[config.mk]
export PLATFORM = sky130hd
export DESIGN_NAME = srl2par_nbit
export DESIGN_NICKNAME = d
export VERILOG_FILES = /design/src/rtl/srl2par_pkg.sv /design/src/rtl/srl2par_obuf.sv /design/src/rtl/srl2par_nbit.sv
export SDC_FILE = /design/constraint.sdc
export NUM_CORES = 1
export LEC_CHECK = 0
export CAP_MARGIN = 20
export CORE_UTILIZATION = 49
export DETAILED_ROUTE_END_ITERATION = 7
export GPL_TIMING_DRIVEN = 1
export PLACE_DENSITY = 0.77
export SYNTH_ARGS = -nofsm -noshare
export SYNTH_HDL_FRONTEND = slang
export SYNTH_HIERARCHICAL = 1
export SYNTH_SLANG_ARGS = --single-unit
export TNS_END_PERCENT = 100
[constraint.sdc]
create_clock -name clk -period 2.4 [get_ports clk]
set_clock_uncertainty 0.15 [all_clocks]
set_input_delay 0.36 -clock clk [delete_from_list [all_inputs] [get_ports clk]]
set_output_delay 0.36 -clock clk [all_outputs]
set_load 0.02 [all_outputs]
[src/rtl/srl2par_pkg.sv]
// Shared definitions for the serial-to-parallel deserialiser: bit-order
// selectors, the output holding-buffer state encoding and the helper that
// maps an accumulator index onto a word bit position.
package srl2par_pkg;

  // Bit-order selectors for the MSB_FIRST parameter.
  localparam bit SRL_LSB_FIRST = 1'b0;
  localparam bit SRL_MSB_FIRST = 1'b1;

  // Holding buffer state: EMPTY means par_vld=0, FULL means par_vld=1.
  typedef enum logic {
    OB_EMPTY = 1'b0,
    OB_FULL  = 1'b1
  } ob_state_e;

  // Word bit position that receives the serial bit with accumulator index idx.
  function automatic int unsigned bit_pos(
    input int unsigned idx,
    input int unsigned width,
    input bit          msb_first
  );
    if (msb_first) begin
      return width - 32'd1 - idx;
    end else begin
      return idx;
    end
  endfunction

endpackage

[src/rtl/srl2par_obuf.sv]
// One-word output holding register with a valid/ready handshake.
// A load request while the buffer is FULL and not being emptied in the same
// cycle is refused and reported on drop_o; the held word is never disturbed
// by a refused load.
module srl2par_obuf
  import srl2par_pkg::*;
#(
  parameter int WIDTH = 8
) (
  input  logic             clk,
  input  logic             rst,
  input  logic             load_req_i,
  input  logic [WIDTH-1:0] word_i,
  input  logic             rdy_i,
  output logic [WIDTH-1:0] par_o,
  output logic             vld_o,
  output logic             drop_o
);

  ob_state_e        state_q;
  ob_state_e        state_d;
  logic [WIDTH-1:0] par_q;
  logic [WIDTH-1:0] par_d;
  logic             load_s;
  logic             drop_s;

  // Next state, load and drop decisions for the holding buffer.
  always_comb begin
    state_d = state_q;
    load_s  = 1'b0;
    drop_s  = 1'b0;
    case (state_q)
      OB_EMPTY: begin
        if (load_req_i) begin
          load_s  = 1'b1;
          state_d = OB_FULL;
        end else begin
          state_d = OB_EMPTY;
        end
      end
      OB_FULL: begin
        if (load_req_i) begin
          // Consumer taking the old word frees the slot for the new one.
          if (rdy_i) begin
            load_s = 1'b1;
          end else begin
            drop_s = 1'b1;
          end
          state_d = OB_FULL;
        end else if (rdy_i) begin
          state_d = OB_EMPTY;
        end else begin
          state_d = OB_FULL;
        end
      end
      default: begin
        state_d = OB_EMPTY;
      end
    endcase
  end

  // Held word only changes when a new word is actually loaded.
  always_comb begin
    par_d = par_q;
    if (load_s) begin
      par_d = word_i;
    end else begin
      par_d = par_q;
    end
  end

  // Holding buffer state and data registers.
  always_ff @(posedge clk or posedge rst) begin
    if (rst) begin
      state_q <= OB_EMPTY;
      par_q   <= {WIDTH{1'b0}};
    end else begin
      state_q <= state_d;
      par_q   <= par_d;
    end
  end

  assign par_o  = par_q;
  assign vld_o  = (state_q == OB_FULL);
  assign drop_o = drop_s;

endmodule

[src/rtl/srl2par_nbit.sv]
// Serial-to-parallel deserialiser. Gathers WIDTH qualified serial bits into a
// word (LSB-first or MSB-first), realigns on sync, and hands completed words
// to a one-word holding buffer. A completed word that finds the buffer full
// and not draining is dropped and latches the sticky ovf flag.
module srl2par_nbit
  import srl2par_pkg::*;
#(
  parameter int WIDTH     = 8,
  parameter bit MSB_FIRST = SRL_LSB_FIRST,
  parameter int CNT_W     = $clog2(WIDTH)
) (
  input  logic             clk,
  input  logic             rst,
  input  logic             srl,
  input  logic             srl_vld,
  input  logic             sync,
  output logic [WIDTH-1:0] par,
  output logic             par_vld,
  input  logic             par_rdy,
  output logic [CNT_W-1:0] bit_cnt,
  output logic             ovf,
  input  logic             ovf_clr
);

  localparam logic [CNT_W-1:0] LAST_IDX = CNT_W'(WIDTH - 1);

  logic [WIDTH-1:0] sreg_q;
  logic [WIDTH-1:0] sreg_d;
  logic [CNT_W-1:0] cnt_q;
  logic [CNT_W-1:0] cnt_d;
  logic [CNT_W-1:0] idx_s;
  int unsigned      pos_s;
  logic             complete_s;
  logic             drop_s;
  logic             ovf_q;
  logic             ovf_d;

  // Effective index of this cycle's bit: sync restarts the word at index 0.
  always_comb begin
    idx_s = cnt_q;
    if (sync) begin
      idx_s = {CNT_W{1'b0}};
    end else begin
      idx_s = cnt_q;
    end
    pos_s      = bit_pos(32'(idx_s), 32'(WIDTH), MSB_FIRST);
    complete_s = srl_vld && (idx_s == LAST_IDX);
  end

  // Write the accepted bit into its word position; other bits keep old values.
  always_comb begin
    sreg_d = sreg_q;
    for (int i = 0; i < WIDTH; i++) begin
      if (srl_vld && (32'(i) == pos_s)) begin
        sreg_d[i] = srl;
      end else begin
        sreg_d[i] = sreg_q[i];
      end
    end
  end

  // Bit counter: advance on accepted bits, wrap at completion, clear on a bare sync.
  always_comb begin
    cnt_d = cnt_q;
    if (srl_vld) begin
      if (complete_s) begin
        cnt_d = {CNT_W{1'b0}};
      end else begin
        cnt_d = idx_s + CNT_W'(1);
      end
    end else if (sync) begin
      cnt_d = {CNT_W{1'b0}};
    end else begin
      cnt_d = cnt_q;
    end
  end

  // Sticky overflow: a drop in the same cycle wins over a clear.
  always_comb begin
    ovf_d = ovf_q;
    if (drop_s) begin
      ovf_d = 1'b1;
    end else if (ovf_clr) begin
      ovf_d = 1'b0;
    end else begin
      ovf_d = ovf_q;
    end
  end

  // Accumulator and overflow registers.
  always_ff @(posedge clk or posedge rst) begin
    if (rst) begin
      sreg_q <= {WIDTH{1'b0}};
      cnt_q  <= {CNT_W{1'b0}};
      ovf_q  <= 1'b0;
    end else begin
      sreg_q <= sreg_d;
      cnt_q  <= cnt_d;
      ovf_q  <= ovf_d;
    end
  end

  // The completed word includes the bit accepted on the completing edge,
  // so the buffer is fed from the accumulator's next-state value.
  srl2par_obuf #(
    .WIDTH (WIDTH)
  ) u_obuf (
    .clk        (clk),
    .rst        (rst),
    .load_req_i (complete_s),
    .word_i     (sreg_d),
    .rdy_i      (par_rdy),
    .par_o      (par),
    .vld_o      (par_vld),
    .drop_o     (drop_s)
  );

  assign bit_cnt = cnt_q;
  assign ovf     = ovf_q;

endmodule
## Word-level counts from Yosys, hierarchy flattened

Index checks and enable logic that the tools add are counted.

| word-level totals | value |
|---|---|
| word-level logic and storage cells | 48 |
| input port bits | 7 |
| output and inout bits | 13 |
| bits in registers | 21 |

| operators by class | value |
|---|---|
| bitwise gates (word level) | 1 |
| add/subtract/negate cells | 1 |
| muxes and demuxes | 22 |
| eq/ne operators | 8 |
| reductions and logical operators | 11 |

Operators with widths:

| operator | number |
|---|---|
| $logic_not A32 Y1 | 1 |
| $mux W1 | 17 |
| $eq A3 B3 Y1 const A | 4 |
| $logic_and A1 B1 Y1 | 9 |
| $mux W3 | 3 |
| $eq A2 B3 Y1 const A | 2 |
| $pmux W1 S2 | 2 |
| $add A3 B1 Y3 const B | 1 |
| $eq A1 B3 Y1 const A | 1 |
| $eq A3 B3 Y1 const B | 1 |
| $reduce_bool A2 Y1 | 1 |
| $not A1 Y1 | 1 |

## Logic depth before layout (Yosys ltp)

| logic depth | value |
|---|---|
| word-level depth | 6 |
| gate-level depth with buffers | 6 |
| mapped depth without buffers | 6 |

## By module

The synthesis kept the hierarchy.

Modules (own cells, without submodules):

| module | cells an instance | area an instance (um^2) | sequential area each (um^2) | instances |
|---|---|---|---|---|
| srl2par_nbit | 49 | 580.6 | 300.3 | 1 |
| srl2par_obuf | 23 | 385.4 | 225.2 | 1 |

## Least setup slack after synthesis

No wires, ideal clock.

| timing | value |
|---|---|
| path type | register -> register |
| from | register cnt_q[0] (netlist: bit_cnt[0]) |
| to | register u_obuf.par_q[7] (netlist: u_obuf/par_o[7]) |
| setup slack | 0.394 ns |
| library setup time | 0.125 ns |
| clock period less this slack | 2.006 ns |
| arrival | 1.731 ns |
| data required time | 2.125 ns |
| buffers on the path | 0 |
| stages on the path, launching flop included | 6 |
| cell sequence | dfrtp_1 and3b_1 ha_1 and2_1 mux2_2 mux2_4 |

| on the way | value |
|---|---|
| word-level cells in the longest chain between the ends | 5 |
| elaborated cells on any way between the ends | 9 |
| classes of those cells | eq/ne: 2; mux: 5; reduce/logical: 2 |

Ends and longest elaborated chain:

| what | RTL line | RTL |
|---|---|---|
| start: declaration | srl2par_nbit.sv:29 | `logic [CNT_W-1:0] cnt_q;` |
| start signal: assignment | srl2par_nbit.sv:94 | `cnt_q <= {CNT_W{1'b0}};` |
| start signal: assignment | srl2par_nbit.sv:98 | `cnt_q <= cnt_d;` |
| $mux W3 (*) | srl2par_nbit.sv:41 | `if (sync) begin` |
| $eq A3 B3 Y1 (*) | srl2par_nbit.sv:47 | `complete_s = srl_vld && (idx_s == LAST_IDX);` |
| $logic_and A1 B1 Y1 (*) | srl2par_nbit.sv:47 |  |
| net complete_s | srl2par_nbit.sv:33 | `logic complete_s;` |
| $mux W1 (on tied branches) | srl2par_obuf.sv:42, srl2par_obuf.sv:34 |  |
| $pmux W1 S2 (*) | srl2par_obuf.sv:32 | `case (state_q)` |
| end signal: assignment | srl2par_obuf.sv:76 | `par_q <= {WIDTH{1'b0}};` |
| end signal: assignment | srl2par_obuf.sv:79 | `par_q <= par_d;` |
| end: declaration | srl2par_obuf.sv:22 | `logic [WIDTH-1:0] par_q;` |

Mark *: on every way through the listed nets, which the timed path passes. The rest lies on a longest branch.
A chain may end at the register's enable or synchronous reset.

## Final worst setup path

| timing | value |
|---|---|
| from | input port sync |
| to | register u_obuf.par_q[7] (netlist: u_obuf/par_o[7]) |

| on the way | value |
|---|---|
| word-level cells in the longest chain between the ends | 5 |
| elaborated cells on any way between the ends | 9 |
| classes of those cells | eq/ne: 2; mux: 5; reduce/logical: 2 |

Ends and longest elaborated chain:

| what | RTL line | RTL |
|---|---|---|
| start: declaration | srl2par_nbit.sv:16 | `input logic sync,` |
| $mux W3 (*) | srl2par_nbit.sv:41 |  |
| $eq A3 B3 Y1 (*) | srl2par_nbit.sv:47 |  |
| $logic_and A1 B1 Y1 (*) | srl2par_nbit.sv:47 |  |
| net complete_s | srl2par_nbit.sv:33 |  |
| $mux W1 (on tied branches) | srl2par_obuf.sv:42, srl2par_obuf.sv:34 |  |
| $pmux W1 S2 (*) | srl2par_obuf.sv:32 |  |

Marked as above.

==> flow_metrics.env <==
export IMPL_dieArea_um2=2153
export IMPL_io_pins=20
export IMPL_yosys_cell_types_count=25
export IMPL_grt_pass1_vias=648
export IMPL_max_freq_mhz=466.0
export IMPL_routed_via_count=632
export IMPL_worstMarginPinSlew_ps=489.1
export IMPL_cts_tree="built"
export IMPL_start_util_pct=54.18
export IMPL_cellLeakagePower_uw=0.0006073
export IMPL_hold_viol=0
export IMPL_synthCells=72
export IMPL_combPwrFrac_pct=13.4
export IMPL_fp_coreArea_um2=1783
export IMPL_fin_ws_ps=253.9
export IMPL_clockRootBuffer="clkbuf_4"
export IMPL_track_usage_pct=20.00
export IMPL_hold_path_class="primary input to asynchronous set/reset pin"
export IMPL_cts_hold_buf=0
export IMPL_finalSetupViolCount=0
export IMPL_cts_resized=0
export IMPL_avgViaCountPerCell=5.180
export IMPL_syn_avg_cell_area_um2=13.42
export IMPL_vdd_drop_max_uv=501.1
export IMPL_cts_setup_buffers=0
export IMPL_synth_top_cell_by_area="dfrtp_1"
export IMPL_finalWorstPathRequiredPeriod_ps=2146
export IMPL_synth_edf_count=0
export IMPL_rsz0062_at_grt="false"
export IMPL_die_y_um=46.40
export IMPL_required_ps=2450
export IMPL_diodes=0
export IMPL_numClockSinks=21
export IMPL_drv_cap=0
export IMPL_endpoint_kind="flop"
export IMPL_ys_seq_area_share_pct=54.40
export IMPL_relSlewSlack_pct=67.36
export IMPL_clk_latency_ps=300
export IMPL_drtIter0Drc=6
export IMPL_final_nets=107
export IMPL_syn_cell_area_um2=965.9
export IMPL_layout_drive_gt1_share_pct=25.77
export IMPL_gp_congestion=0.8349
export IMPL_grt_pass1_wl_um=2877
export IMPL_rows=15
export IMPL_crit_type="primary input to flop"
export IMPL_syn2layout_area_growth_pct=27.59
export IMPL_cts_max_level=1
export IMPL_cts_path_max_buffers=2
export IMPL_post_route_drc_count=0
export IMPL_hpwl_um=1244
export IMPL_timing_final_crit_share_pct=89.42
export IMPL_finalPower_uw=647.3
export IMPL_crit_path_start_kind="primary input"
export IMPL_detail_route_antenna_nets=0
export IMPL_place_ws_ps=-31.01
export IMPL_slew_viol_final=0
export IMPL_firstDrtPassIters=4
export IMPL_synthTopCellsByArea="dfrtp_1 54%, mux2_4 12%, mux2_2 5.8%, mux2_1 3.5%, nand3_1 3.1%"
export IMPL_wl_um=1764
export IMPL_clk_pin_slew_ps=110
export IMPL_cp_max_fo=4
export IMPL_synthesis_nets=81
export IMPL_p_int_uw=486.6
export IMPL_tns_ps=0
export IMPL_ys_async_sr_fraction_pct=100.0
export IMPL_synth_top_area_share_pct=54.40
export IMPL_antenna_found_initial=0
export IMPL_ys_warn_count=6
export IMPL_nFillCells=139
export IMPL_ys_seq_elements=21
export IMPL_fin_hold_ws_ps=187.5
export IMPL_p_sw_share_pct=24.83
export IMPL_die_w_um=46.40
export IMPL_cp_data_arrival_time_ps=2200
export IMPL_grt_max_degree=13
export IMPL_p_per_area_nw_per_um2=525.2
export IMPL_power_frac_clock_pct=26.1
export IMPL_wl_per_cell_um=14.46
export IMPL_status="finished, final reports clean"
export IMPL_synth_ff_type="dfrtp_1"
export IMPL_p_switching_uw=160.8
export IMPL_io_buffers=19
export IMPL_numCtsBuffers=3
export IMPL_p_seq_share_pct=60.4
export IMPL_grt_ovfl_total=0
per-stage QoR:
step,util (%),area [µm²],instances
4_1_cts,69.12,1232,122
3_5_place_dp,67.58,1205,118
2_1_floorplan,-,965.9,72
3_3_place_gp,67.58,1205,118
6_report,69.12,1232,122
5_1_grt,69.12,1232,122
worst max-delay path, stage by stage:
cell,delay [ps]
clkdlybuf4s50_1,520
and3b_1,310
ha_1,170
and2_1,210
mux2_2,360
mux2_4,260
per-layer routing:
metal | track usage, % | wire length, µm | vias to the layer above
met2 | 33.06 | 895 | 18
met3 | 7.059 | 88 | 3
met1 | 24.56 | 772 | 312
met5 | 0 | 0 | -
li1 | - | - | 299
met4 | 5.294 | 8 | 0
cell usage in the layout (no fill, tap or decap):
master	instances
a21o_1	1
a21oi_1	1
and2_1	1
and3b_1	1
and4bb_2	1
buf_4	3
clkbuf_4	3
clkdlybuf4s50_1	19
clkinv_2	1
dfrtp_1	21
ha_1	2
inv_1	4
inv_2	1
mux2_1	3
mux2_2	5
mux2_4	8
nand2_1	3
nand2_4	1
nand2b_4	1
nand3_1	6
nand3b_1	1
nor2_1	2
nor2b_4	1
nor3b_1	2
o21ai_0	2
o21bai_1	1
o22ai_1	1
or2b_1	1
sequential cells by signal (all words and copies together) (netlist names):
signal,count
u_obuf/par_o,8
ovf,1
bit_cnt,3
sreg_q,8
u_obuf/vld_o,1
synth_stat cells, types with 2 or more instances:
| library cell | instances |
|---|---|
| dfrtp_1 | 21 |
| mux2_4 | 8 |
| nand3_1 | 6 |
| mux2_2 | 5 |
| inv_1 | 4 |
| mux2_1 | 3 |
| nand2_1 | 3 |
| ha_1 | 2 |
| nor2_1 | 2 |
| nor3b_1 | 2 |
| o21ai_0 | 2 |
cell type report:
type | instances | area (µm²) | share of cell area (%)
Tap cell | 25 | 31.28 | 2.538
Clock buffer | 3 | 22.52 | 1.827
Timing Repair Buffer | 22 | 212.7 | 17.26
Sequential cell | 21 | 525.5 | 42.64
Multi-Input combinational cell | 45 | 416.7 | 33.81
Inverter | 5 | 18.77 | 1.523
Clock inverter | 1 | 5.005 | 0.4061
logic make-up (layout without fill, tap and decap cells):
| kind of cell | count (synthesis) | in the layout | synth area share (%) |
|---|---|---|---|
| flip-flops | 21 | 21 | 54.40 |
| AO/OA/AOI/OAI | 6 | 6 | 3.757 |
| AND/OR/NAND/NOR | 21 | 21 | 15.03 |
| adder cells (fa/ha/maj) | 2 | 2 | 2.590 |
| buffers and inverters | 6 | 31 | 2.460 |
| multiplexers | 16 | 16 | 21.76 |
power groups by stage:
stage | Combinational [µW] | Sequential (µW) | Clock (µW)
after floorplan | 48.0 | 399 | 0
after global placement | 84.5 | 395 | 0
after detailed placement | 87.7 | 398 | 0
after CTS | 88.6 | 391 | 174
after global routing | 96.6 | 394 | 189
final | 87.0 | 391 | 169
worst paths after layout:
kind | start | to | slack, ps | depth (start not counted)
max in group asynchronous | rst | sreg_q[2]$_DFF_PP0_ | 1530 | 2
min in group clk | ovf$_DFFE_PP0P_ | ovf$_DFFE_PP0P_ | 340 | 1
max reg2reg | bit_cnt[0]$_DFF_PP0_ | u_obuf/par_o[7]$_DFFE_PP0P_ | 410 | 5
max | sync | u_obuf/par_o[7]$_DFFE_PP0P_ | 250 | 6
min reg2reg | ovf$_DFFE_PP0P_ | ovf$_DFFE_PP0P_ | 340 | 1
min | rst | u_obuf/vld_o$_DFF_PP0_ | 190 | 2
Note: power is estimated with default switching activity, not from simulation.
